===== src/rtl/fpu_result_stage.sv =====
// rtl/fpu_result_stage.sv - FPU result FIFO with push-time NZCV flag capture and sticky exception bits
// Entries hold the normalised result, its flags and the producing op; outputs come only from registered state.
module fpu_result_stage #(
  parameter int DEPTH = 2
) (
  input  logic        clk,
  input  logic        reset,
  input  logic        in_valid,
  output logic        in_ready,
  input  logic [31:0] in_result,
  input  logic        in_float_type,
  input  logic        in_op,
  output logic        out_valid,
  input  logic        out_ready,
  output logic [31:0] out_result,
  output logic [3:0]  out_flags,
  output logic        out_op,
  input  logic        sticky_clr,
  output logic [1:0]  sticky
);

  localparam int AW = (DEPTH > 1) ? $clog2(DEPTH) : 1;
  localparam logic [AW:0] FULL_CNT = (AW+1)'(DEPTH);

  logic [31:0]   res_mem_q [DEPTH];
  logic [3:0]    flg_mem_q [DEPTH];
  logic          op_mem_q  [DEPTH];

  logic [AW-1:0] wr_ptr_q, wr_ptr_d;
  logic [AW-1:0] rd_ptr_q, rd_ptr_d;
  logic [AW:0]   count_q, count_d;
  logic [1:0]    sticky_q, sticky_d;

  logic          push, pop;
  logic          sgn, exp_zero, exp_ones, mant_nz;
  logic [31:0]   norm_result;
  logic [3:0]    push_flags;

  // Field extraction; half results drop the upper half-word entirely.
  always_comb begin
    if (in_float_type) begin
      sgn         = in_result[31];
      exp_zero    = (in_result[30:23] == 8'h00);
      exp_ones    = &in_result[30:23];
      mant_nz     = |in_result[22:0];
      norm_result = in_result;
    end else begin
      sgn         = in_result[15];
      exp_zero    = (in_result[14:10] == 5'h00);
      exp_ones    = &in_result[14:10];
      mant_nz     = |in_result[9:0];
      norm_result = {16'h0000, in_result[15:0]};
    end
    push_flags = {sgn, exp_zero & ~mant_nz, exp_ones, exp_ones & mant_nz};
  end

  assign out_valid = (count_q != '0);
  assign in_ready  = (count_q != FULL_CNT);
  assign push      = in_valid & in_ready;
  assign pop       = out_valid & out_ready;

  always_comb begin
    wr_ptr_d = push ? wr_ptr_q + 1'b1 : wr_ptr_q;
    rd_ptr_d = pop  ? rd_ptr_q + 1'b1 : rd_ptr_q;
    case ({push, pop})
      2'b10:   count_d = count_q + 1'b1;
      2'b01:   count_d = count_q - 1'b1;
      default: count_d = count_q;
    endcase
    // A flagged push in the same cycle as a clear keeps its bits.
    sticky_d = sticky_clr ? 2'b00 : sticky_q;
    if (push) begin
      sticky_d = sticky_d | push_flags[1:0];
    end
  end

  always_ff @(posedge clk or posedge reset) begin
    if (reset) begin
      wr_ptr_q <= '0;
      rd_ptr_q <= '0;
      count_q  <= '0;
      sticky_q <= 2'b00;
    end else begin
      wr_ptr_q <= wr_ptr_d;
      rd_ptr_q <= rd_ptr_d;
      count_q  <= count_d;
      sticky_q <= sticky_d;
    end
  end

  always_ff @(posedge clk or posedge reset) begin
    if (reset) begin
      for (int i = 0; i < DEPTH; i++) begin
        res_mem_q[i] <= 32'h0;
        flg_mem_q[i] <= 4'h0;
        op_mem_q[i]  <= 1'b0;
      end
    end else if (push) begin
      res_mem_q[wr_ptr_q] <= norm_result;
      flg_mem_q[wr_ptr_q] <= push_flags;
      op_mem_q[wr_ptr_q]  <= in_op;
    end
  end

  // Empty FIFO presents zeros so the outputs are clean straight out of reset.
  assign out_result = out_valid ? res_mem_q[rd_ptr_q] : 32'h0;
  assign out_flags  = out_valid ? flg_mem_q[rd_ptr_q] : 4'h0;
  assign out_op     = out_valid ? op_mem_q[rd_ptr_q]  : 1'b0;
  assign sticky     = sticky_q;

endmodule


===== config.mk =====
export PLATFORM = sky130hd
export DESIGN_NAME = fpu_result_stage
export DESIGN_NICKNAME = d
export VERILOG_FILES = /design/src/rtl/fpu_result_stage.sv
export SDC_FILE = /design/constraint.sdc
export NUM_CORES = 1
export LEC_CHECK = 0
export CAP_MARGIN = 20
export CORE_UTILIZATION = 54
export DETAILED_ROUTE_END_ITERATION = 10
export GPL_ROUTABILITY_DRIVEN = 0
export HOLD_SLACK_MARGIN = 0.05
export PLACE_DENSITY = 0.85
export SLEW_MARGIN = 10
export SYNTH_ARGS = -nofsm -noshare
export SYNTH_HDL_FRONTEND = slang
export SYNTH_SLANG_ARGS = --single-unit

===== constraint.sdc =====
create_clock -name clk -period 5.9 [get_ports clk]
set_clock_uncertainty 0.1 [all_clocks]
set_input_delay 1.18 -clock clk [delete_from_list [all_inputs] [get_ports clk]]
set_output_delay 1.18 -clock clk [all_outputs]
set_load 0.02 [all_outputs]

### Word level (Yosys, flattened, before mapping)

Cells that the tools add are included.

* add/sub/neg operators: 4
* order comparisons: 3
* equality and inequality tests: 3
* muxes and demuxes: 29
* bitwise gates (word level): 8
* reduce and logical (&&, ||, !) cells: 9

Operators with widths (count)
* $mux 32: 6
* $bwmux 64: 1
* $demux 32 s1: 1
* $reduce_or 23->1: 1
* $mux 4: 5
* $reduce_or 10->1: 1
* $mux 1: 9
* $bwmux 8: 1
* $logic_not 8->1: 1
* $reduce_and 8->1: 1
* $logic_not 5->1: 1
* $reduce_and 5->1: 1
* $and 1x1->1: 4
* $demux 4 s1: 1
* $ge 2x2->1 const B: 2
* $mux 2: 2
* $not 1->2: 2
* $pmux 2 s2: 1
* $reduce_bool 2->1: 2
* $add 1x1->1 const B: 2
* $add 2x1->2 const B: 1
* $bwmux 2: 1
* $eq 2x1->1 const B: 1
* $eq 2x2->1 const B: 1
* 7 further kinds: 7

* register bits after elaboration: 80
* bits of input ports: 39
* output and inout bits: 41
* logic and storage cells: 66

### Logic depth before layout (Yosys ltp)

Gate-level depths: netlist of the first run.

* depth in word-level cells: 6
* gate-level depth with buffers: 7
* depth with buffers taken out: 7

### Worst setup path before layout of the first run

No wires, ideal clock.

* path type: register to output
* start point: register rd_ptr_q
* end point: output out_result[10]
* arrival: 1460 ps
* required time: 4620 ps
* setup slack: 3160 ps
* stages on the path, launching flop included: 5
* path buffers: 2
* path through: dfrtp_1 > clkbuf_1 > buf_2 > mux2i_1 > nor2_1

* word-level cells in the longest chain between the ends: 5

Ends and longest elaborated chain
* start, declared: line 30 `logic [AW-1:0] rd_ptr_q, rd_ptr_d;`
* start signal, assigned: line 85 `rd_ptr_q <= rd_ptr_d;`
* $not 1->2 (not written as such): line 106 `assign out_result = out_valid ? res_mem_q[rd_ptr_q] : 32'h0;`
* $mux 32 (not written as such) (3 in a row): line 106
* $mux 32: line 106
* end, declared: line 15 `output logic [31:0] out_result,`

No other way between the ends. The select of a mux whose other input is x is not followed.

### Worst setup path in the final report of the first run

* start point: register count_q[0]
* end point: output out_result[3]

* word-level cells in the longest chain between the ends: 2

Ends and longest elaborated chain
* start, declared: line 31 `logic [AW:0] count_q, count_d;`
* start signal, assigned: line 86 `count_q <= count_d;`
* $reduce_bool 2->1: line 57 `assign out_valid = (count_q != '0);`
* $mux 32: line 106

No other way between the ends.

==> results of run 1 <==
## logic make-up (layout without fill, tap and decap cells)
family          Yosys count  count (layout)  share of synthesized area [%]
mux                      72              72                           20.8
buf+inv                  26             104                           2.80
fa+ha+maj                 1               1                          0.341
flops                    80              80                           54.6
compound gates           45              45                           6.93
simple gates            117             117                           13.5
xor+xnor                  4               4                          0.956
## final timing paths
check                                    from             to  slack (ps)  depth (start not counted)
worst max-delay path               count_q[0]  out_result[3]        2160                          4
worst min-delay path            res_mem_q[25]  res_mem_q[25]         390                          2
worst max register to register     count_q[0]     count_q[1]        3370                          7
worst min register to register  res_mem_q[25]  res_mem_q[25]         390                          2
max in group asynchronous               reset       rd_ptr_q        3650                          3
min in group asynchronous               reset  res_mem_q[32]        1350                          3
## where the power goes
part           leakage [nW]  internal [mW]  switching, mW
sequential             1.00          0.788          0.162
clock                 0.106          0.249          0.193
combinational          1.01          0.637          0.671
total                  2.12           1.67           1.03
## flip-flops by register name (all words and copies together) (netlist names)
name	flops
count_q	2
flg_mem_q	8
op_mem_q	2
rd_ptr_q	1
res_mem_q	64
sticky	2
wr_ptr_q	1
## Yosys cell counts (all sizes together) (2+ instances only)
library cell	number	area share, %
a31oi	2	0.34
buf	7	0.85
clkbuf	15	1.5
dfrtp	80	55
inv	4	0.41
mux2	34	10
mux2i	38	10
nand2	59	6.0
nand3	2	0.27
nand4	2	0.34
nor2	40	4.1
nor3	2	0.27
nor4	4	0.68
o21ai	36	4.9
o31ai	4	0.82
or4	3	0.72
xnor2	2	0.48
xor2	2	0.48
## stage by stage
step / utilization, % / hold WS (ps)
after floorplan: - / 348
after global placement: 69.7 / 360
after detailed placement: 69.7 / 370
after CTS: 73.1 / 387
after global routing: 73.5 / 409
final: 73.5 / 386
## worst max-delay path, delay by kind of cell (launching register included)
family / cells / cell delay [ps]
buffers and inverters: 2 / 930
flip-flops: 1 / 430
AND/OR/NAND/NOR: 2 / 750
## per-layer routing
layer	vias to the layer above	wire (µm)	track usage, %
li1	1332	-	-
met1	1371	3730	34.4
met2	75	4120	40.1
met3	6	278	3.15
met4	0	74	8.94
met5	-	0	0
## layout make-up
| cell class | count | area [µm²] | area share (%) |
|---|---|---|---|
| clock inverters | 5 | 80.1 | 1.69 |
| multi-input cells | 239 | 1570 | 33.0 |
| well taps | 77 | 96.3 | 2.03 |
| inverters | 4 | 16.3 | 0.343 |
| flip-flops and latches | 80 | 2000 | 42.2 |
| clock buffers | 11 | 141 | 2.98 |
| repair buffers | 84 | 841 | 17.7 |
==> tab_implementation.tex, run 1 <==
\begin{tabular}{lr}
\hline
Metric & Value \\
\hline
\multicolumn{2}{l}{\textbf{Floorplan}} \\
Count of pins on the block boundary & 80 \\
Die Y-Extent & 84.4 µm \\
Initial core utilization & 56.7\% \\
Die Span X & 84.4 µm \\
Overall die area & 7120 µm² \\
CORE AREA & 6460 µm² \\
Row count & 29 \\
\multicolumn{2}{l}{\textbf{Worst setup path}} \\
Required time at the worst-slack endpoint & 4620 ps \\
Critical Path AT & 2460 ps \\
Critical path, cell by cell & nor2\_2 > buf\_4 > nor2\_1 > clkdlybuf4s50\_1 \\
Crit Path Max Fanout & 20 \\
Element type at the critical path end & output port \\
Category of the worst setup path launch point & flip-flop \\
Slowest cell on crit path & sky130\_fd\_sc\_hd\_\_nor2\_2 \\
Largest stage delay on the critical path & 660 ps \\
Type of the setup path with the least slack & reg2out \\
\multicolumn{2}{l}{\textbf{Route}} \\
Post-DR wirelength/cell & 16.4 µm \\
Mean number of vias per cell & 5.57 \\
Total Routed Length & 8200 µm \\
Count of TritonRoute iterations in the first routing pass & 7 \\
Total DRC errors in the routed layout & 4 \\
Iter 0 DRT Violations & 202 \\
Number of vias in the routed layout & 2784 \\
Antenna-violating nets left & 0 \\
\multicolumn{2}{l}{\textbf{Synthesis}} \\
Sequential area share after synthesis & 54.6\% \\
Net Count, Synth & 385 \\
Number of distinct library cells after synthesis & 30 \\
Flop and latch count out of synthesis & 80 \\
Post-synth EDFFs & 0 \\
Gate count of the mapped netlist & 345 \\
Number of warnings printed during yosys synthesis & 0 \\
Main flop type after synthesis & sky130\_fd\_sc\_hd\_\_dfrtp\_1 \\
Share of flip-flops with an asynchronous set or reset & 100\% \\
Cell Area, Synth & 3660 µm² \\
Average instance area after synthesis & 10.6 µm² \\
\multicolumn{2}{l}{\textbf{Outcome}} \\
Violated checks & DRC \\
Outcome & finished with violations \\
\multicolumn{2}{l}{\textbf{Placement}} \\
Cell count after placement & 483 \\
Post-placement cell area & 4500 µm² \\
Total half-perimeter wirelength after legalization and detailed placement & 5370 µm \\
Number of port buffers & 79 \\
Setup slack at placement & 2480 ps \\
\multicolumn{2}{l}{\textbf{Clocking}} \\
Quantity of gates resized following cts & 0 \\
Post-CTS Setup Repair Bufs & 0 \\
TritonCTS buffer count & 9 \\
Clock tree from TritonCTS & done \\
Source-to-sink clock delay at the later pin of the worst-skew pair & 330 ps \\
Clock slew at the register clock pins of the worst setup and hold paths & 80 ps \\
Hold-fix buffers, CTS & 0 \\
Clock H-tree levels & 3 \\
Number of buffers on the longest clock path & 2 \\
Clk Tree Root Cell & sky130\_fd\_sc\_hd\_\_clkbuf\_8 \\
Number of clock sinks & 80 \\
\multicolumn{2}{l}{\textbf{Global route}} \\
Global-route wire length before repair & 13600 µm \\
Vias in the first global route & 2707 \\
Number of antenna violations at the first check in global routing & 0 \\
Total gr overflow & 0 \\
Maximum number of pins on one net before global-route repair & 81 \\
Global Route Usage Sum & 24.6\% \\
\multicolumn{2}{l}{\textbf{Timing}} \\
Number of setup violations in the final report & 0 \\
Final number of hold-violating endpoints & 0 \\
Tightest slew margin relative to the limit & 34.4\% \\
Final cycle utilization of the critical path & 63.4\% \\
Final min period & 3740 ps \\
Maximum clock frequency & 267 MHz \\
Setup repair after global routing missed its margin & false \\
Summed negative setup slack over all endpoints & 0 ps \\
Max-slew violation count & 0 \\
Measured slew at the worst slew-check pin & 984 ps \\
Final setup slack of the worst path & 2160 ps \\
\multicolumn{2}{l}{\textbf{Final layout}} \\
Proportion of layout cells with a drive suffix above 1 & 13.0\% \\
Post-layout net count & 458 \\
Most frequent cells in the layout & 79 x sky130\_fd\_sc\_hd\_\_dfrtp\_1, 79 x sky130\_fd\_sc\_hd\_\_clkdlybuf4s50\_1, 59 x sky130\_fd\_sc\_hd\_\_nand2\_1 \\
Ant. Diodes & 0 \\
Layout filler cell count & 452 \\
Total non-filler cell area in the finished layout & 4740 µm² \\
Synthesis-to-layout area growth & 29.5\% \\
Final standard cell count with taps included and fillers excluded & 500 \\
\multicolumn{2}{l}{\textbf{Pwr}} \\
Peak ir drop on the vdd network & 0.349 mV \\
Final Total Pwr & 2.70 mW \\
Power density of the placed cells & 569 nW/µm² \\
Leakage Power & 2.12 nW \\
\multicolumn{2}{l}{\textbf{Flow run}} \\
Max-cap check violation count & 0 \\
\multicolumn{2}{l}{\textbf{Hold path}} \\
Type of the worst min-delay path & reg2reg \\
\hline
\end{tabular}
(Power assumes the default switching activity.)
==> run 2, diff against run 1 <==
Settings changed: CORE_UTILIZATION 54 to 46, PLACE_DENSITY 0.85 to 0.78.
Clock period 5.9 ns to 3.2 ns, I/O delays scaled along.
==> run 2 against run 1 <==
The flow now finishes without violations; clock-buffer cell count rose by 1; first-iteration DRC count fell by 19%; core utilization fell by 11 points; critical path type unchanged; critical endpoint is now out_result[29]; largest power group unchanged.
==> tab_implementation.tex, run 2 (same netlist as run 1, synthesis figures left out) <==
\begin{tabular}{lr}
\hline
Metric & Value \\
\hline
\multicolumn{2}{l}{\textbf{Outcome}} \\
Outcome & completed \\
\multicolumn{2}{l}{\textbf{Global route}} \\
Global Route Usage Sum & 21.5\% (-3.1 points) \\
Number of antenna violations at the first check in global routing & 0 (unchanged) \\
Global-route wire length before repair & 13900 µm (+2.3\%) \\
Total gr overflow & 0 (unchanged) \\
Maximum number of pins on one net before global-route repair & 51 (-37\%) \\
Met3 demand-to-capacity share in global routing & 4.02\% (+0.87 points) \\
Global-route met2 utilization & 35.2\% (-4.9 points) \\
Met1 track demand over resource in global routing & 28.5\% (-5.9 points) \\
GRT Max-Usage Layer & met2 \\
Vias in the first global route & 2777 (+2.6\%) \\
\multicolumn{2}{l}{\textbf{Timing}} \\
Max-slew violation count & 0 (unchanged) \\
Summed negative setup slack over all endpoints & 0 ps (unchanged) \\
Setup repair after global routing missed its margin & false \\
Hold Worst Slack & 386 ps (-0.927 ps) \\
Number of setup violations in the final report & 0 (unchanged) \\
Measured slew at the worst slew-check pin & 536 ps (-447 ps) \\
Maximum clock frequency & 352 MHz \\
Final cycle utilization of the critical path & 88.9\% \\
Final number of hold-violating endpoints & 0 (unchanged) \\
Final min period & 2840 ps \\
Tightest slew margin relative to the limit & 64.2\% (+30 points) \\
\multicolumn{2}{l}{\textbf{Final layout}} \\
Largest reg by FF count & res\_mem\_q \\
Total non-filler cell area in the finished layout & 4860 µm² (+2.5\%) \\
Proportion of layout cells with a drive suffix above 1 & 13.6\% (+0.61 points) \\
Ant. Diodes & 0 (unchanged) \\
Most frequent cells in the layout & 79 x sky130\_fd\_sc\_hd\_\_dfrtp\_1, 79 x sky130\_fd\_sc\_hd\_\_clkdlybuf4s50\_1, 59 x sky130\_fd\_sc\_hd\_\_nand2\_1 \\
Synthesis-to-layout area growth & 32.8\% \\
Max FFs per register & 64 (unchanged) \\
Largest registers & res\_mem\_q x64, flg\_mem\_q x8 \\
Post-layout net count & 461 (+0.66\%) \\
Final standard cell count with taps included and fillers excluded & 528 (+5.6\%) \\
\multicolumn{2}{l}{\textbf{Pwr}} \\
Net load switching power & 1.90 mW (+85\%) \\
Proportion of power drawn by flip-flops and latches & 34.1\% (-1.1 points) \\
Power density of the placed cells & 1040 nW/µm² (+83\%) \\
Internal power & 3.17 mW (+89\%) \\
Share of power burned in combinational logic & 49.3\% (+0.9 points) \\
Clock Power Share & 16.6\% (+0.2 points) \\
Peak ir drop on the vdd network & 0.524 mV (+50\%) \\
Leakage Power & 2.16 nW (+1.9\%) \\
Switching share of power & 37.4\% (-0.58 points) \\
Final Total Pwr & 5.07 mW (+88\%) \\
\multicolumn{2}{l}{\textbf{Route}} \\
Antenna-violating nets left & 0 (unchanged) \\
Iter 0 DRT Violations & 164 (-19\%) \\
Total DRC errors in the routed layout & 0 (-4) \\
Mean number of vias per cell & 5.31 (-4.6\%) \\
Post-DR wirelength/cell & 15.5 µm (-5.4\%) \\
Number of vias in the routed layout & 2804 (+0.72\%) \\
Total Routed Length & 8190 µm (about the same) \\
Count of TritonRoute iterations in the first routing pass & 4 (-3) \\
\multicolumn{2}{l}{\textbf{Clocking}} \\
Clock H-tree levels & 3 (unchanged) \\
TritonCTS buffer count & 9 (unchanged) \\
Clk Tree Root Cell & sky130\_fd\_sc\_hd\_\_clkbuf\_8 \\
Post-CTS Setup Repair Bufs & 0 (unchanged) \\
Clock tree from TritonCTS & done \\
Quantity of gates resized following cts & 0 (unchanged) \\
Hold-fix buffers, CTS & 0 (unchanged) \\
Number of buffers on the longest clock path & 2 (unchanged) \\
Clock slew at the register clock pins of the worst setup and hold paths & 80 ps (about the same) \\
Source-to-sink clock delay at the later pin of the worst-skew pair & 340 ps (about the same) \\
Number of clock sinks & 80 (unchanged) \\
\multicolumn{2}{l}{\textbf{Worst setup path}} \\
Register-to-register path setup slack & 1060 ps (-2310 ps) \\
Cell family with most CP delay & buffers and inverters \\
Element type at the critical path end & output port \\
Critical path, cell by cell & buf\_12 > mux2i\_1 > nor2\_1 > clkdlybuf4s50\_1 \\
Critical Path AT & 2100 ps (-360 ps) \\
Type of the setup path with the least slack & reg2out \\
Category of the worst setup path launch point & flip-flop \\
Required time at the worst-slack endpoint & 2460 ps (-2160 ps) \\
Crit Path Max Fanout & 13 (-35\%) \\
Largest stage delay on the critical path & 650 ps (about the same) \\
Slowest cell on crit path & sky130\_fd\_sc\_hd\_\_dfrtp\_2 \\
Worst path buffer plus inverter count & 2 (unchanged) \\
\multicolumn{2}{l}{\textbf{Floorplan}} \\
Row count & 32 (+10\%) \\
Die Y-Extent & 91.2 µm (+8.1\%) \\
Initial core utilization & 47.4\% (-9.3 points) \\
Count of pins on the block boundary & 80 (unchanged) \\
Overall die area & 8320 µm² (+17\%) \\
CORE AREA & 7730 µm² (+20\%) \\
Die Span X & 91.2 µm (+8.1\%) \\
\multicolumn{2}{l}{\textbf{Placement}} \\
Total half-perimeter wirelength after legalization and detailed placement & 5630 µm (+5.0\%) \\
Number of port buffers & 79 (unchanged) \\
Cell count after placement & 512 (+6.0\%) \\
Post-placement cell area & 4630 µm² (+2.9\%) \\
\multicolumn{2}{l}{\textbf{Flow run}} \\
Max-cap check violation count & 0 (unchanged) \\
\multicolumn{2}{l}{\textbf{Hold path}} \\
Type of the worst min-delay path & reg2reg \\
\hline
\end{tabular}
==> run 2: changes by cell type in the layout (fill, tap and decap cells not counted) <==
cell | before | now
sky130_fd_sc_hd__buf_12 | 1 | 5
sky130_fd_sc_hd__buf_4 | 4 | 3
sky130_fd_sc_hd__clkbuf_8 | 10 | 11
sky130_fd_sc_hd__clkinv_2 | 2 | 1
sky130_fd_sc_hd__clkinv_4 | 0 | 1
sky130_fd_sc_hd__clkinvlp_4 | 2 | 1
sky130_fd_sc_hd__nor2_2 | 1 | 0
sky130_fd_sc_hd__nor2_4 | 0 | 1
==> run 2: area by class of cell <==
| class | instances | area (µm²) |
|---|---|---|
| multi-input cells | 239 | 1570 |
| clock buffers | 12 | 155 |
| clock inverters | 4 | 76.3 |
| repair buffers | 87 | 913 |
| fillers | 612 | 2860 |
| inverters | 4 | 16.3 |
| well taps | 102 | 128 |
| flip-flops and latches | 80 | 2000 |
==> run 2: tightest hold or removal path, stage by stage, from the launching register on <==
cell	delay, ps
sky130_fd_sc_hd__dfrtp_1	350
sky130_fd_sc_hd__nand2_1	50
sky130_fd_sc_hd__o31ai_1	50
==> run 2: power groups by stage <==
| stage | clock [mW] | sequential [mW] | combinational (mW) |
|---|---|---|---|
| after floorplan | 0 | 1.63 | 1.57 |
| after global placement | 0 | 1.71 | 2.47 |
| after detailed placement | 0 | 1.74 | 2.50 |
| after CTS | 0.859 | 1.72 | 2.52 |
| after global routing | 0.899 | 1.78 | 2.71 |
| final | 0.844 | 1.73 | 2.50 |
==> run 2: final timing paths <==
path | start | to | depth (start not counted)
worst max-delay path | rd_ptr_q | out_result[29] | 4
worst min-delay path | flg_mem_q[4] | flg_mem_q[4] | 2
worst max register to register | count_q[0] | count_q[1] | 7
worst min register to register | flg_mem_q[4] | flg_mem_q[4] | 2
max in group asynchronous | reset | res_mem_q[59] | 3
min in group asynchronous | reset | res_mem_q[46] | 2
==> run 2: per-stage QoR <==
step,setup WS (ps),utilization (%)
floorplan,408,-
global placement,536,59.9
detailed placement,438,59.9
CTS,324,62.9
global route,291,62.9
finish,356,62.9
==> run 2: routing by layer <==
layer	share of wire [%]	vias up
met4	1.7	0
met5	0	-
met1	44	1376
met3	4.5	15
li1	-	1342
met2	49	71
==> run 3, diff against run 2 <==
Settings changed: CORE_UTILIZATION 46 to 51, PLACE_DENSITY 0.78 to 0.81.
Clock period 3.2 ns to 3.25 ns, I/O delays scaled along.
==> run 3 against run 2 <==
Setup slack better by 61 ps; non-clock buffer count is 3 higher; final cell count is 0.57% lower; routed wire length up 1.9%; sequential cell count unchanged; critical endpoint is now out_result[6]; highest routed layer unchanged; die area shrank 9.6%; clock-buffer cell count down 1; clock power is 5.0% lower; hold slack worse by 3.0 ps; total power is 2.1% lower; global-route usage grew 2.3 points; cell area down 0.26%.
==> tab_implementation.tex, run 3 (same netlist as run 1, synthesis figures left out) <==
\begin{tabular}{lr}
\hline
Metric & Value \\
\hline
\multicolumn{2}{l}{\textbf{Clocking}} \\
TritonCTS buffer count & 9 (unchanged) \\
Number of clock sinks & 80 (unchanged) \\
Clk Tree Root Cell & sky130\_fd\_sc\_hd\_\_clkbuf\_8 \\
Source-to-sink clock delay at the later pin of the worst-skew pair & 340 ps (about the same) \\
Quantity of gates resized following cts & 0 (unchanged) \\
Clock tree from TritonCTS & done \\
Clock slew at the register clock pins of the worst setup and hold paths & 80 ps (about the same) \\
Hold-fix buffers, CTS & 0 (unchanged) \\
Number of buffers on the longest clock path & 2 (unchanged) \\
Clock H-tree levels & 3 (unchanged) \\
Post-CTS Setup Repair Bufs & 0 (unchanged) \\
\multicolumn{2}{l}{\textbf{Timing}} \\
Number of setup violations in the final report & 0 (unchanged) \\
Measured slew at the worst slew-check pin & 607 ps (+70.4 ps) \\
Max-slew violation count & 0 (unchanged) \\
Final number of hold-violating endpoints & 0 (unchanged) \\
Setup repair after global routing missed its margin & false \\
Summed negative setup slack over all endpoints & 0 ps (unchanged) \\
Maximum clock frequency & 353 MHz \\
Tightest slew margin relative to the limit & 59.5\% (-4.7 points) \\
Final min period & 2830 ps \\
Final cycle utilization of the critical path & 87.1\% \\
\multicolumn{2}{l}{\textbf{Worst setup path}} \\
Type of the setup path with the least slack & reg2out \\
Worst reg-to-reg path cell count & 5 (-2) \\
Endpoint of the worst-slack reg-to-reg timing path & flg\_mem\_q[4] \\
Startpoint of the lowest-slack register-to-register path & count\_q[0] \\
Crit Path Max Fanout & 11 (-2) \\
Slowest cell on crit path & sky130\_fd\_sc\_hd\_\_clkdlybuf4s50\_1 \\
Largest stage delay on the critical path & 640 ps (about the same) \\
Required time at the worst-slack endpoint & 2500 ps (+40 ps) \\
Element type at the critical path end & output port \\
Critical path, cell by cell & buf\_4 > mux2i\_1 > nor2\_1 > clkdlybuf4s50\_1 \\
Timing startpoint of the critical path & rd\_ptr\_q \\
Critical Path AT & 2080 ps (-20 ps) \\
Category of the worst setup path launch point & flip-flop \\
Register-to-register path setup slack & 1080 ps (+20 ps) \\
\multicolumn{2}{l}{\textbf{Floorplan}} \\
Initial core utilization & 53.3\% (+5.9 points) \\
Die Span X & 86.8 µm (-4.9\%) \\
Row count & 30 (-6.3\%) \\
Overall die area & 7530 µm² (-9.6\%) \\
CORE AREA & 6870 µm² (-11\%) \\
Die Y-Extent & 86.8 µm (-4.9\%) \\
Count of pins on the block boundary & 80 (unchanged) \\
\multicolumn{2}{l}{\textbf{Pwr}} \\
Leakage Power & 2.17 nW (+0.24\%) \\
Power density of the placed cells & 1020 nW/µm² (-1.8\%) \\
Peak ir drop on the vdd network & 0.544 mV (+4.0\%) \\
Final Total Pwr & 4.96 mW (-2.1\%) \\
\multicolumn{2}{l}{\textbf{Placement}} \\
Number of port buffers & 79 (unchanged) \\
Total half-perimeter wirelength after legalization and detailed placement & 5760 µm (+2.3\%) \\
Post-placement cell area & 4630 µm² (about the same) \\
\multicolumn{2}{l}{\textbf{Global route}} \\
Global Route Usage Sum & 23.8\% (+2.3 points) \\
Maximum number of pins on one net before global-route repair & 47 (-7.8\%) \\
Vias in the first global route & 2779 (+0.072\%) \\
Total gr overflow & 0 (unchanged) \\
Global-route wire length before repair & 13300 µm (-3.8\%) \\
Number of antenna violations at the first check in global routing & 0 (unchanged) \\
\multicolumn{2}{l}{\textbf{Route}} \\
Mean number of vias per cell & 5.32 (+0.21\%) \\
Iter 0 DRT Violations & 148 (-9.8\%) \\
Post-DR wirelength/cell & 15.9 µm (+2.5\%) \\
Antenna-violating nets left & 0 (unchanged) \\
Number of vias in the routed layout & 2794 (-0.36\%) \\
Count of TritonRoute iterations in the first routing pass & 6 (+2) \\
Total Routed Length & 8350 µm (+1.9\%) \\
Total DRC errors in the routed layout & 0 (unchanged) \\
\multicolumn{2}{l}{\textbf{Hold path}} \\
Hold wc startpoint & res\_mem\_q[23] \\
Hold-critical path endpoint & res\_mem\_q[23] \\
Cell depth of the worst min-delay path & 2 (unchanged) \\
Type of the worst min-delay path & reg2reg \\
\multicolumn{2}{l}{\textbf{Final layout}} \\
Ant. Diodes & 0 (unchanged) \\
Proportion of layout cells with a drive suffix above 1 & 14.2\% (+0.60 points) \\
Largest registers & res\_mem\_q x64, flg\_mem\_q x8 \\
Total non-filler cell area in the finished layout & 4850 µm² (-0.26\%) \\
Most frequent cells in the layout & 79 x sky130\_fd\_sc\_hd\_\_dfrtp\_1, 79 x sky130\_fd\_sc\_hd\_\_clkdlybuf4s50\_1, 59 x sky130\_fd\_sc\_hd\_\_nand2\_1 \\
Post-layout net count & 464 (+0.65\%) \\
Largest reg by FF count & res\_mem\_q \\
Max FFs per register & 64 (unchanged) \\
Synthesis-to-layout area growth & 32.4\% \\
Share of the core filled with cells & 70.6\% (+7.7 points) \\
\multicolumn{2}{l}{\textbf{Flow run}} \\
Max-cap check violation count & 0 (unchanged) \\
\multicolumn{2}{l}{\textbf{Outcome}} \\
Outcome & completed \\
\hline
\end{tabular}
## run 3: per-stage QoR
stage	std cells	setup slack [ps]	hold slack [ps]
after global routing	525	357	405
after CTS	525	398	388
after global placement	509	517	359
after floorplan	345	448	348
after detailed placement	509	453	369
final	525	418	383
## run 3: worst max-delay path by stage
stage / endpoint / cells past startpoint
finish: out_result[6] / 4
global route: out_result[6] / 4
CTS: out_result[6] / 4
detailed placement: flg_mem_q[2] / 5
global placement: sticky[0] / 5
floorplan: count_q[0] / 1
## run 3: cell type report
| cell class | instances | area [µm²] |
|---|---|---|
| clock buffers | 11 | 141 |
| repair buffers | 90 | 923 |
| multi-input cells | 239 | 1570 |
| clock inverters | 5 | 80.1 |
| fillers | 513 | 2020 |
| well taps | 96 | 120 |
| inverters | 4 | 16.3 |
| flip-flops and latches | 80 | 2000 |
## run 3: metal layers
| metal | routed length [µm] | global-route usage (%) |
|---|---|---|
| met1 | 3770 | 30.8 |
| met2 | 4170 | 39.0 |
| met3 | 234 | 4.10 |
| met4 | 171 | 11.7 |
| met5 | 0 | 0 |
## run 3: report_power, final
group | switching, mW | internal [mW] | leakage [nW]
logic | 1.26 | 1.22 | 1.06
clock network | 0.350 | 0.452 | 0.106
registers | 0.250 | 1.43 | 1.00
total | 1.86 | 3.10 | 2.17
## run 3: worst max-delay path: cells and delay by family, from the launching register on
family                 cells  cell delay, ps
buffers and inverters      2             930
DFF                        1             530
and+or+nand+nor            1             150
muxes                      1             110
